--- src/rtl/load_hazard_scoreboard.sv ---
// Load-use hazard scoreboard for a multi-way in-order issue stage: decides the
// issuable prefix of each decode group and tracks per-register load latency.
module load_hazard_scoreboard #(
    parameter int WAYS      = 3,
    parameter int LOAD_LAT  = 1,
    parameter int INTRA_FWD = 0,
    localparam int CW       = $clog2(WAYS + 1)
) (
    input  logic              clock,
    input  logic              reset,
    input  logic              flush,
    input  logic              ex_ready,
    input  logic [WAYS-1:0]   id_valid,
    input  logic [5*WAYS-1:0] id_rs1,
    input  logic [5*WAYS-1:0] id_rs2,
    input  logic [WAYS-1:0]   id_use_rs1,
    input  logic [WAYS-1:0]   id_use_rs2,
    input  logic [5*WAYS-1:0] id_dest,
    input  logic [WAYS-1:0]   id_wr,
    input  logic [WAYS-1:0]   id_rd_mem,
    output logic [WAYS-1:0]   issue_mask,
    output logic [CW-1:0]     issue_count,
    output logic [CW-1:0]     rollback,
    output logic [15:0]       stall_cycles
);

    localparam logic [2:0] LAT3 = 3'(LOAD_LAT);

    logic [31:1][2:0] cnt;
    logic [31:1][2:0] cnt_nxt;
    logic [WAYS-1:0]  blocked;
    logic             open;
    logic [CW-1:0]    n_valid;
    logic [4:0]       wd;
    logic             stall_hit;

    function automatic logic src_haz(input logic use_en, input logic [4:0] idx,
                                     input logic [31:1][2:0] sb);
        return use_en && (idx != 5'd0) && (sb[idx] != 3'd0);
    endfunction

    // A way is blocked by being invalid, by a pending load on one of its
    // sources, or by an older same-group writer it cannot forward from.
    always_comb begin
        blocked = '0;
        for (int unsigned j = 0; j < WAYS; j++) begin
            if (!id_valid[j])
                blocked[j] = 1'b1;
            if (src_haz(id_use_rs1[j], id_rs1[5*j +: 5], cnt) ||
                src_haz(id_use_rs2[j], id_rs2[5*j +: 5], cnt))
                blocked[j] = 1'b1;
            for (int unsigned i = 0; i < j; i++) begin
                if (id_valid[i] && id_wr[i] && (id_dest[5*i +: 5] != 5'd0) &&
                    ((INTRA_FWD == 0) || id_rd_mem[i]) &&
                    ((id_use_rs1[j] && (id_rs1[5*j +: 5] == id_dest[5*i +: 5])) ||
                     (id_use_rs2[j] && (id_rs2[5*j +: 5] == id_dest[5*i +: 5]))))
                    blocked[j] = 1'b1;
            end
        end
    end

    always_comb begin
        issue_mask = '0;
        open       = reset && ex_ready && !flush;
        for (int unsigned j = 0; j < WAYS; j++) begin
            if (open && !blocked[j])
                issue_mask[j] = 1'b1;
            else
                open = 1'b0;
        end
    end

    always_comb begin
        issue_count = '0;
        n_valid     = '0;
        for (int unsigned j = 0; j < WAYS; j++) begin
            issue_count = issue_count + CW'(issue_mask[j]);
            n_valid     = n_valid + CW'(id_valid[j]);
        end
        rollback  = reset ? (n_valid - issue_count) : '0;
        stall_hit = ex_ready && id_valid[0] && (issue_count == '0);
    end

    // Ascending way order lets the youngest issued writer win on a shared dest.
    always_comb begin
        cnt_nxt = cnt;
        wd      = '0;
        if (ex_ready) begin
            for (int unsigned r = 1; r < 32; r++) begin
                if (cnt[5'(r)] != 3'd0)
                    cnt_nxt[5'(r)] = cnt[5'(r)] - 3'd1;
            end
        end
        for (int unsigned j = 0; j < WAYS; j++) begin
            wd = id_dest[5*j +: 5];
            if (issue_mask[j] && id_wr[j] && (wd != 5'd0))
                cnt_nxt[wd] = id_rd_mem[j] ? LAT3 : 3'd0;
        end
    end

    always_ff @(posedge clock or negedge reset) begin
        if (!reset) begin
            cnt          <= '0;
            stall_cycles <= '0;
        end else begin
            cnt <= flush ? '0 : cnt_nxt;
            if (stall_hit && (stall_cycles != 16'hFFFF))
                stall_cycles <= stall_cycles + 16'd1;
        end
    end

endmodule

--- config.mk ---
export PLATFORM = sky130hd
export DESIGN_NAME = load_hazard_scoreboard
export DESIGN_NICKNAME = d
export VERILOG_FILES = /design/src/rtl/load_hazard_scoreboard.sv
export SDC_FILE = /design/constraint.sdc
export NUM_CORES = 1
export LEC_CHECK = 0
export BUFFER_PORTS_ARGS = -buffer_cell sky130_fd_sc_hd__clkbuf_2
export CAP_MARGIN = 5
export CORE_MARGIN = 1.5
export CORE_UTILIZATION = 39
export DETAILED_ROUTE_END_ITERATION = 16
export GPL_TIMING_DRIVEN = 0
export PLACE_DENSITY = 0.67
export SYNTH_ARGS = -nofsm -noshare
export SYNTH_HDL_FRONTEND = slang
export SYNTH_SLANG_ARGS = --single-unit
--- constraint.sdc ---
create_clock -name clock -period 16.1 [get_ports clock]
set_input_delay 3.22 -clock clock [delete_from_list [all_inputs] [get_ports clock]]
set_output_delay 3.22 -clock clock [all_outputs]
set_load 0.01 [all_outputs]
Word-level counts from Yosys, hierarchy flattened
Index checks and enable logic that the tools add are counted.

Bits in registers: 109. Bits in latches: 0. Bits in writable memories: 0. Bits in read-only memories: 0. Output and inout port bits: 23. Word-level logic and storage cells: 262. Memories: 0.

$add $sub $neg: 37. $mul: 0. Div/mod/pow operators: 0. Magnitude comparators: 12. Equal/unequal tests: 7. Shift operators: 0. Muxes and demuxes: 75. Bitwise gates (word level): 0. Reduce and logical (&&, ||, !) cells: 99.

Operators with widths (count): $mux 93 (5); $bwmux 93 (3); $mux 3 (40); $reduce_bool 3->1 (37); $sub 3x1->3 const B (31); $bmux 3 s5 (6); $lt 5x6->1 const B (9); $demux 3 s5 (3); $reduce_bool 5->1 (9); $logic_and 1x1->1 (42); $eq 5x5->1 (6); $mux 1 (17); $add 16x1->16 const B (1); $ne 16x16->1 const B (1); $ge 5x1->1 const B (3); $logic_or 1x1->1 (6); $add 1x1->2 (2); $add 2x1->2 (2); $logic_not 1->1 (4); $logic_not 2->1 (1); $mux 2 (1); $sub 2x2->2 (1).

Logic depth before layout (Yosys ltp)
Gate-level depths: netlist (run 1).

Depth in word-level cells: 17. Gate-level depth with buffers: 20.

Least setup slack after synthesis (run 1)
No wires, ideal clock.

Path kind: input-to-output. From: in id_rs2[1]. To: out rollback[1]. Arrival: 7283 ps. Data required time: 12880 ps. Setup slack: 5597 ps. Stages on the path: 16. Buffers on the path: 4. Cells stage by stage: buf_2 inv_2 mux4_2 nor4_1 or4_1 o32ai_1 or4_1 buf_2 buf_6 buf_2 nor2_1 fa_1 ha_1 fa_1 xnor2_1 and2_1.

Word-level cells in the longest chain between the ends: 16.

Ends and longest elaborated chain: from (decl) (line 15) `input logic [5*WAYS-1:0] id_rs2,`; $bmux 3 s5 (line 39) `return use_en && (idx != 5'd0) && (sb[idx] != 3'd0);`; $mux 3 (not written as such) (line 39); $reduce_bool 3->1 (line 39); $logic_and 1x1->1 * (line 39); $logic_or 1x1->1 * (line 49) `if (src_haz(id_use_rs1[j], id_rs1[5*j +: 5], cnt) ||`; $mux 1 * (line 49); $logic_not 1->1 * (line 66) `if (open && !blocked[j])`; $logic_and 1x1->1 * (line 66); (+2 left out); $mux 1 * (line 66); $logic_and 1x1->1 * (line 66); $mux 1 * (line 66); named net issue_mask[2] (line 21) `output logic [WAYS-1:0] issue_mask,`; $add 2x1->2 * (line 77) `issue_count = issue_count + CW'(issue_mask[j]);`; named net issue_count[0] (line 22) `output logic [CW-1:0] issue_count,`; $sub 2x2->2 * (line 80) `rollback = reset ? (n_valid - issue_count) : '0;`; $mux 2 * (line 80); to (decl) (line 23) `output logic [CW-1:0] rollback,`.

The timed path passes the listed nets; every way through them passes the cells marked *. The select of a mux whose other input is x is not followed.

Final worst setup path (run 1)
From: in id_rs1[1]. To: out rollback[1].

Word-level cells in the longest chain between the ends: 16.

Ends and longest elaborated chain: from (decl) (line 14) `input logic [5*WAYS-1:0] id_rs1,`; $bmux 3 s5 (line 39); $mux 3 (not written as such) (line 39); $reduce_bool 3->1 (line 39); $logic_and 1x1->1 * (line 39); $logic_or 1x1->1 * (line 49); $mux 1 * (line 49); $logic_not 1->1 * (line 66); $logic_and 1x1->1 * (line 66); $mux 1 (line 66); $logic_and 1x1->1 (line 66); $mux 1 (line 66); $logic_and 1x1->1 (line 66); $mux 1 (line 66); $add 2x1->2 * (line 77); $sub 2x2->2 * (line 80); $mux 2 * (line 80).

Every way passes the cells marked *; elsewhere a longest branch is shown, timed or not. The select of a mux whose other input is x is not followed.

==> results of run 1 <==
## routing by layer
metal	vias to the layer above	track usage (%)	wire (um)
met3	160	6.977	5189
met2	766	48.34	20620
li1	5507	-	-
met4	0	17.46	2906
met5	-	0	0
met1	5871	42.02	20050
## cell type report
class	count	area (um^2)
timing repair buffer	74	384.1
clock buffer	10	239.0
clock inverter	6	110.1
sequential	109	2728
tap	384	480.5
multi-input combinational	1133	7954
buffer	91	371.6
fill	2969	16060
inverter	120	450.4
## report_power, final
part	leakage, nW	switching (mW)	internal, mW	total, mW
Sequential	1.50	0.143	0.362	0.505
Clock	0.165	0.108	0.156	0.264
Combinational	3.53	0.749	0.464	1.21
Total	5.19	1.00	0.982	1.98
## worst register-to-register path, cell delays in order, from the launching register on
cell and delay (ns):
dfrtp_1 0.42, nor3_1 1.08, nor2_1 0.07, mux4_2 0.50, o22ai_1 0.23, o32ai_1 0.32
or4_1 0.59, buf_2 0.23, inv_2 0.18, clkbuf_1 0.53, fa_1 0.65, nor3_1 0.60
o31a_1 0.43, and3_1 0.31, nand2_1 0.12, nor2_1 0.16, nand3_1 0.11, xnor2_1 0.13
## kinds of logic after synthesis
family | Yosys count
mux | 90
buf+inv | 211
simple gates | 616
fa+ha+maj | 66
compound gates | 284
xor+xnor | 77
flops | 109
## path summary, 6_finish.rpt
path / start / endpoint / slack (ns) / depth (start not counted)
max: id_rs1[1] / rollback[1] / 4.13 / 18
min: stall_cycles[4] / stall_cycles[4] / 0.50 / 1
max reg2reg: cnt[5] / stall_cycles[15] / 9.34 / 17
min reg2reg: stall_cycles[4] / stall_cycles[4] / 0.50 / 1
max in group asynchronous: reset / cnt[84] / 12.48 / 1
min in group asynchronous: reset / cnt[13] / 2.98 / 1
## synth_stat cells (6+ instances only)
master     count  area [um^2]
a31oi_1       11        68.82
and2_1         9        56.30
o21ai_0       50        250.2
clkbuf_1      71        266.5
nand4_1       12        75.07
nor3b_1        6        45.04
a21oi_1      105        525.5
buf_1          6        22.52
or4_1         12        90.09
nor4_2         8        100.1
nand3_1       35        175.2
nor4_1        83        519.3
o211ai_1       6        45.04
dfrtp_1      109         2728
nor4b_1       23        201.4
a211oi_1      19        142.6
buf_2         12        60.06
mux2_2        19        214.0
o31a_1         8        70.07
nor2b_1        8        50.05
nand2_1       72        270.3
or3_1         27        168.9
nor2_1       108        405.4
o21a_1        11        82.58
a2111oi_0     11        96.34
xnor2_1       53        464.2
mux2i_1       54        540.5
ha_1          64        800.8
nand2b_1      15        93.84
nand3b_1      14        105.1
nor3_2         8        80.08
inv_1        116        435.4
and3_1        12        75.07
nor3_1       130        650.6
mux4_2        17        382.9
or2_2         12        75.07
o22ai_1        6        37.54
xor2_1        24        210.2
a21o_1        14        105.1
## flip-flops by register name, indices dropped and copies added, names as in the netlist
| signal | flops |
|---|---|
| cnt | 93 |
| stall_cycles | 16 |
==> summary.txt, run 1 <==
Status
  • Status: complete, no violations

Floorplanning
  • Starting density of the core: 39.83%
  • Die height: 174.4 um
  • Core area: 28780 um^2
  • Std cell rows: 62
  • Die X: 174.4 um
  • I/O pins: 87
  • Die area: 30430 um^2

Yosys
  • Post-Synth XOR/XNOR Area: 5.883%
  • Largest family of logic cells by synthesized area: simple AND/OR/NAND/NOR gates
  • Post-Synth Simple-Gate Area: 30.14%
  • Syn nets: 1583
  • Distinct cells, synth: 75
  • Synth async-reset ratio: 100.0%
  • Mux cell area share after synthesis: 9.921%
  • Synth Area in Compound Gates: 15.76%
  • Sequential share of the synthesized area: 23.79%
  • Post-Syn Area per Cell: 7.890 um^2
  • Post-Syn Area: 11460 um^2
  • EDFF count, synth: 0
  • Synth Area in Adders: 7.335%
  • Syn Inst Count: 1453
  • Synth Warn #: 0
  • Synthesis-stage register bit count: 109
  • Predominant post-synthesis flop cell: dfrtp_1

Setup path
  • Startpoint Class: primary input
  • Worst EP arrival: 8.75 ns
  • Critical-path top delay cell: o32ai_1
  • Crit. End Element: output port
  • CP max stage delay: 1.13 ns
  • Worst-path fanout max: 10
  • WP data required: 12.88 ns
  • Buf+Inv Stages, Crit Path: 6
  • Setup CP Type: primary input to output port
  • Critical path, cell by cell: clkbuf_2, clkbuf_1, nor4_1, a211oi_1, nor3_1, o2111a_1, o32ai_1, or4_1, buf_2, buf_6, buf_2, nor2_1, fa_1, ha_1, fa_1, xnor2_1, and2_1, clkbuf_2
  • CP delay by family, top: compound AO/OA/AOI/OAI gates

Route
  • Avg Vias per Cell: 6.385
  • TritonRoute pass-1 iters: 6
  • Antenna-violating nets left: 0
  • Via Count: 12304
  • Routed WL: 48770 um
  • DR WL/cell: 25.31 um
  • Residual DRC: 0
  • Initial drt markers: 1514

Finish
  • Fin util: 44.19%
  • Number of diodes: 0
  • Commonest non-fill, non-tap cells in the layout: nor3_1 (122), inv_1 (116), dfrtp_1 (109)
  • Fin area: 12720 um^2
  • Nets: 1668
  • Final Non-Filler Cells: 1927
  • P&R area growth vs syn: 10.94%
  • Most common cell after layout, fill and taps aside: nor3_1
  • Layout cells sized above 1: 11.92%

Worst hold path
  • Hold WC Path Type: flip-flop to flip-flop

Place
  • Cells after DPL: 1911
  • I/O Buffers: 72
  • Pre-CTS setup slack: 4.305 ns
  • Post-DP HPWL: 37850 um
  • Placement Cell Area: 12360 um^2
  • GP Congestion: 1.059

GRT
  • First-pass GRT wire length: 72310 um
  • Largest net degree at the start of global routing: 114
  • Antenna violations before repair: 3
  • GRT Residual Overflow: 0
  • Number of global-route vias before repair: 11774
  • Total track usage: 31.85%

Timing
  • Final Max Tran Viols: 0
  • Final worst-path setup slack: 4.130 ns
  • Maximum clock rate: 0.08354 GHz
  • Rel. slew slack: 8.285%
  • Min Tclk post-route: 11.97 ns
  • Slew @ Worst Pin: 1.365 ns
  • Setup Skew: 0.01283 ns
  • Setup violations, final: 0
  • RSZ-0062 raised after global routing: no
  • Hold Fails Final Rpt: 0
  • Total negative setup slack: 0 ns
  • Hold Slack: 0.5020 ns
  • Crit share post-route: 74.35%

Power and ir drop
  • Pwr Total: 1.982 mW
  • Pwr/cell area: 155.9 nW/um^2
  • Worst vdd ir: 0.00007707 V
  • P_leak: 5.186 nW

Clock tree
  • Clk Tree Root Cell: clkbuf_16
  • Total CTS buffers: 9
  • Setup Buffers After CTS: 0
  • PostCTS Resize Cnt: 0
  • Maximum clock path buffer count: 2
  • Reg clk slew, reported paths: 0.07 ns
  • Worst-Skew Late Latency: 0.37 ns
  • CTS Sinks: 109
  • Hold_buf cts: 0
  • H-tree depth: 3
  • TritonCTS clock tree: yes

Run
  • Max-cap viol count: 0
Power figures use the tool's default switching activity.
==> inputs of run 2 (changes only) <==
- ABC_AREA: unset -> 1
- PLACE_DENSITY: 0.67 -> 0.69
- clock period: 16.1 -> 10.9 ns (I/O delays scaled with it)
==> run 2 against run 1 <==
Against the previous run: sequential cell count is the same; die area grew 9.4%; design area increased by 8.2%; sequential power is 35% higher; critical endpoint unchanged; largest power group unchanged; highest routed layer unchanged.
==> summary.txt, run 2 <==
Timing
  • Total negative setup slack: 0 ns (unchanged)
  • Final Max Tran Viols: 0 (unchanged)
  • RSZ-0062 raised after global routing: no
  • Rel. slew slack: 25.35% (+17 points)
  • Slew @ Worst Pin: 1.116 ns (-0.2496 ns)
  • Setup violations, final: 0 (unchanged)
  • Maximum clock rate: 0.1114 GHz
  • Hold Fails Final Rpt: 0 (unchanged)
  • Setup Skew: 0.01804 ns (+0.005217 ns)
  • Crit share post-route: 82.39%
  • Min Tclk post-route: 8.980 ns

Route
  • Residual DRC: 0 (unchanged)
  • TritonRoute pass-1 iters: 6 (unchanged)
  • DR WL/cell: 23.04 um (-9.0%)
  • Avg Vias per Cell: 5.662 (-11%)
  • Initial drt markers: 1738 (+15%)
  • Routed WL: 61160 um (+25%)
  • Via Count: 15033 (+22%)
  • Antenna-violating nets left: 0 (unchanged)

Clock tree
  • TritonCTS clock tree: yes
  • Clk Tree Root Cell: clkbuf_16
  • PostCTS Resize Cnt: 0 (unchanged)
  • Total CTS buffers: 9 (unchanged)
  • Maximum clock path buffer count: 2 (unchanged)
  • CTS Sinks: 109 (unchanged)
  • Hold_buf cts: 0 (unchanged)
  • H-tree depth: 3 (unchanged)
  • Reg clk slew, reported paths: 0.09 ns (+0.02 ns)
  • Worst-Skew Late Latency: 0.38 ns (about the same)
  • Setup Buffers After CTS: 0 (unchanged)

Floorplanning
  • Core area: 31640 um^2 (+9.9%)
  • I/O pins: 87 (unchanged)
  • Die height: 182.5 um (+4.6%)
  • Starting density of the core: 39.70% (-0.13 points)
  • Die X: 182.5 um (+4.6%)
  • Std cell rows: 65 (+4.8%)
  • Die area: 33290 um^2 (+9.4%)

Finish
  • Layout cells sized above 1: 7.549% (-4.4 points)
  • Most common cell after layout, fill and taps aside: nand2_1
  • Fin area: 13760 um^2 (+8.2%)
  • Commonest non-fill, non-tap cells in the layout: nand2_1 (619), nor2_1 (452), inv_1 (238)
  • Nets: 2377 (+43%)
  • Top Registers: cnt (93), stall_cycles (16)
  • Top reg by flops: cnt
  • P&R area growth vs syn: 9.523%
  • Number of flip-flops in the largest register: 93 (unchanged)

Yosys
  • Sequential share of the synthesized area: 21.72% (-2.1 points)
  • Largest family of logic cells by synthesized area: simple AND/OR/NAND/NOR gates
  • Yosys top cell area share: 21.72% (-2.1 points)
  • Predominant post-synthesis flop cell: dfrtp_1
  • Distinct cells, synth: 42 (-44%)
  • Synth Area in Adders: 6.694% (-0.64 points)
  • Leading area contributor after synthesis: dfrtp_1
  • Mux cell area share after synthesis: 0.5379% (-9.4 points)
  • Syn Inst Count: 2165 (+49%)
  • Synth Area in Compound Gates: 10.00% (-5.8 points)
  • Synth async-reset ratio: 100.0% (unchanged)
  • Syn nets: 2295 (+45%)
  • Post-synth top cells: nand2_1 (619), nor2_1 (452), inv_1 (238)
  • Post-Synth Simple-Gate Area: 47.25% (+17 points)
  • Post-Syn Area per Cell: 5.802 um^2 (-26%)
  • Post-Synth XOR/XNOR Area: 3.417% (-2.5 points)
  • EDFF count, synth: 0 (unchanged)
  • Synthesis-stage register bit count: 109 (unchanged)
  • Count leader, synth: nand2_1
  • Synth Warn #: 0 (unchanged)
  • Synth top area cells: dfrtp_1 (22%), nand2_1 (18%), nor2_1 (14%)
  • Post-Syn Area: 12560 um^2 (+9.6%)

Setup path
  • Startpoint Class: primary input
  • Critical path, cell by cell: buf_4, nor2_1, nand4_1, nand3_1, nand2_1, a21oi_1, nand2_1, nand3_1, nand3_2, nor2_8, buf_4, fa_1, ha_1, fa_1, xnor2_1, nor2_1, clkbuf_2
  • Critical-path top delay cell: nor2_1
  • Worst r2r src: cnt[66]
  • Worst EP arrival: 6.80 ns (-1.95 ns)
  • Worst-path fanout max: 11 (+1)
  • Worst R2R Setup Slack: 5.49 ns (-3.85 ns)
  • WP data required: 8.72 ns (-4.16 ns)
  • Buf+Inv Stages, Crit Path: 3 (-3)
  • R2R Path End: stall_cycles[9]
  • Crit. End Element: output port
  • Critical path depth: 17 (-1)
  • Setup CP Type: primary input to output port
  • CP delay by family, top: simple AND/OR/NAND/NOR gates
  • CP max stage delay: 0.87 ns (-0.26 ns)
  • Reg2reg path depth: 18 (+1)

GRT
  • Antenna violations before repair: 0 (-3)
  • Largest net degree at the start of global routing: 70 (-39%)
  • First-pass GRT wire length: 89890 um (+24%)
  • Total track usage: 36.94% (+5.1 points)
  • GRT Residual Overflow: 0 (unchanged)
  • Number of global-route vias before repair: 14069 (+19%)

Worst hold path
  • Hold Crit Start: stall_cycles[15]
  • Hold Path End: stall_cycles[15]
  • Hold WC Path Type: flip-flop to flip-flop
  • Hold path cells: 1 (unchanged)

Place
  • Placement Cell Area: 13450 um^2 (+8.8%)
  • I/O Buffers: 70 (-2.8%)
  • GP Congestion: 1.066 (+0.65%)
  • Post-DP HPWL: 48870 um (+29%)

Run
  • Max-cap viol count: 0 (unchanged)

Power and ir drop
  • Pwr/cell area: 223.7 nW/um^2 (+44%)
  • Worst vdd ir: 0.0001095 V (+42%)
  • P_leak: 7.072 nW (+36%)
  • Pwr Total: 3.077 mW (+55%)

Status
  • Status: complete, no violations
## run 2: layer usage
metal / track usage, % / vias to the layer above / routed length (um)
met4: 19.80 / 0 / 3494
met3: 6.426 / 161 / 5465
li1: - / 7087 / -
met5: 0 / - / 0
met1: 48.50 / 7004 / 25560
met2: 57.82 / 781 / 26640
## run 2: how the worst max path moves through the flow
stage | from | end | slack (ns)
after floorplan | id_rs2[0] | rollback[1] | 3.35
after global placement | reset | rollback[1] | 1.20
after detailed placement | id_rs1[5] | rollback[1] | 2.09
after CTS | id_rs1[5] | rollback[1] | 2.08
after global routing | id_rs1[5] | rollback[1] | 1.91
final | id_rs1[5] | rollback[1] | 1.92
## run 2: logic make-up after synthesis
logic type / count (synthesis)
AO/OA/AOI/OAI: 223
adder cells (fa/ha/maj): 66
buffers and inverters: 319
multiplexers: 6
flip-flops: 109
AND/OR/NAND/NOR: 1393
XOR/XNOR: 49
## run 2: stage by stage
stage,instances,setup WS (ns),utilization [%],hold WS (ns)
after floorplan,2165,3.345,-,0.4952
after global placement,2637,1.203,42.40,0.4864
after detailed placement,2638,2.086,42.52,0.4912
after CTS,2654,2.082,43.48,0.5055
after global routing,2654,1.909,43.48,0.5283
final,2655,1.920,43.48,0.5064
## run 2: layout make-up
cell class | instances | area [um^2]
repair buffers | 71 | 386.6
well taps | 402 | 503.0
flip-flops and latches | 109 | 2728
clock inverters | 6 | 65.06
multi-input cells | 1737 | 8528
inverters | 248 | 930.9
diodes | 1 | 2.502
fillers | 3497 | 17880
clock buffers | 10 | 239.0
plain buffers | 71 | 374.1
## run 2: power by group
part           internal, mW  total [mW]  switching [mW]
combinational         0.616        2.04            1.42
clock                 0.170       0.357           0.187
sequential            0.543       0.682           0.139
total                  1.33        3.08            1.75
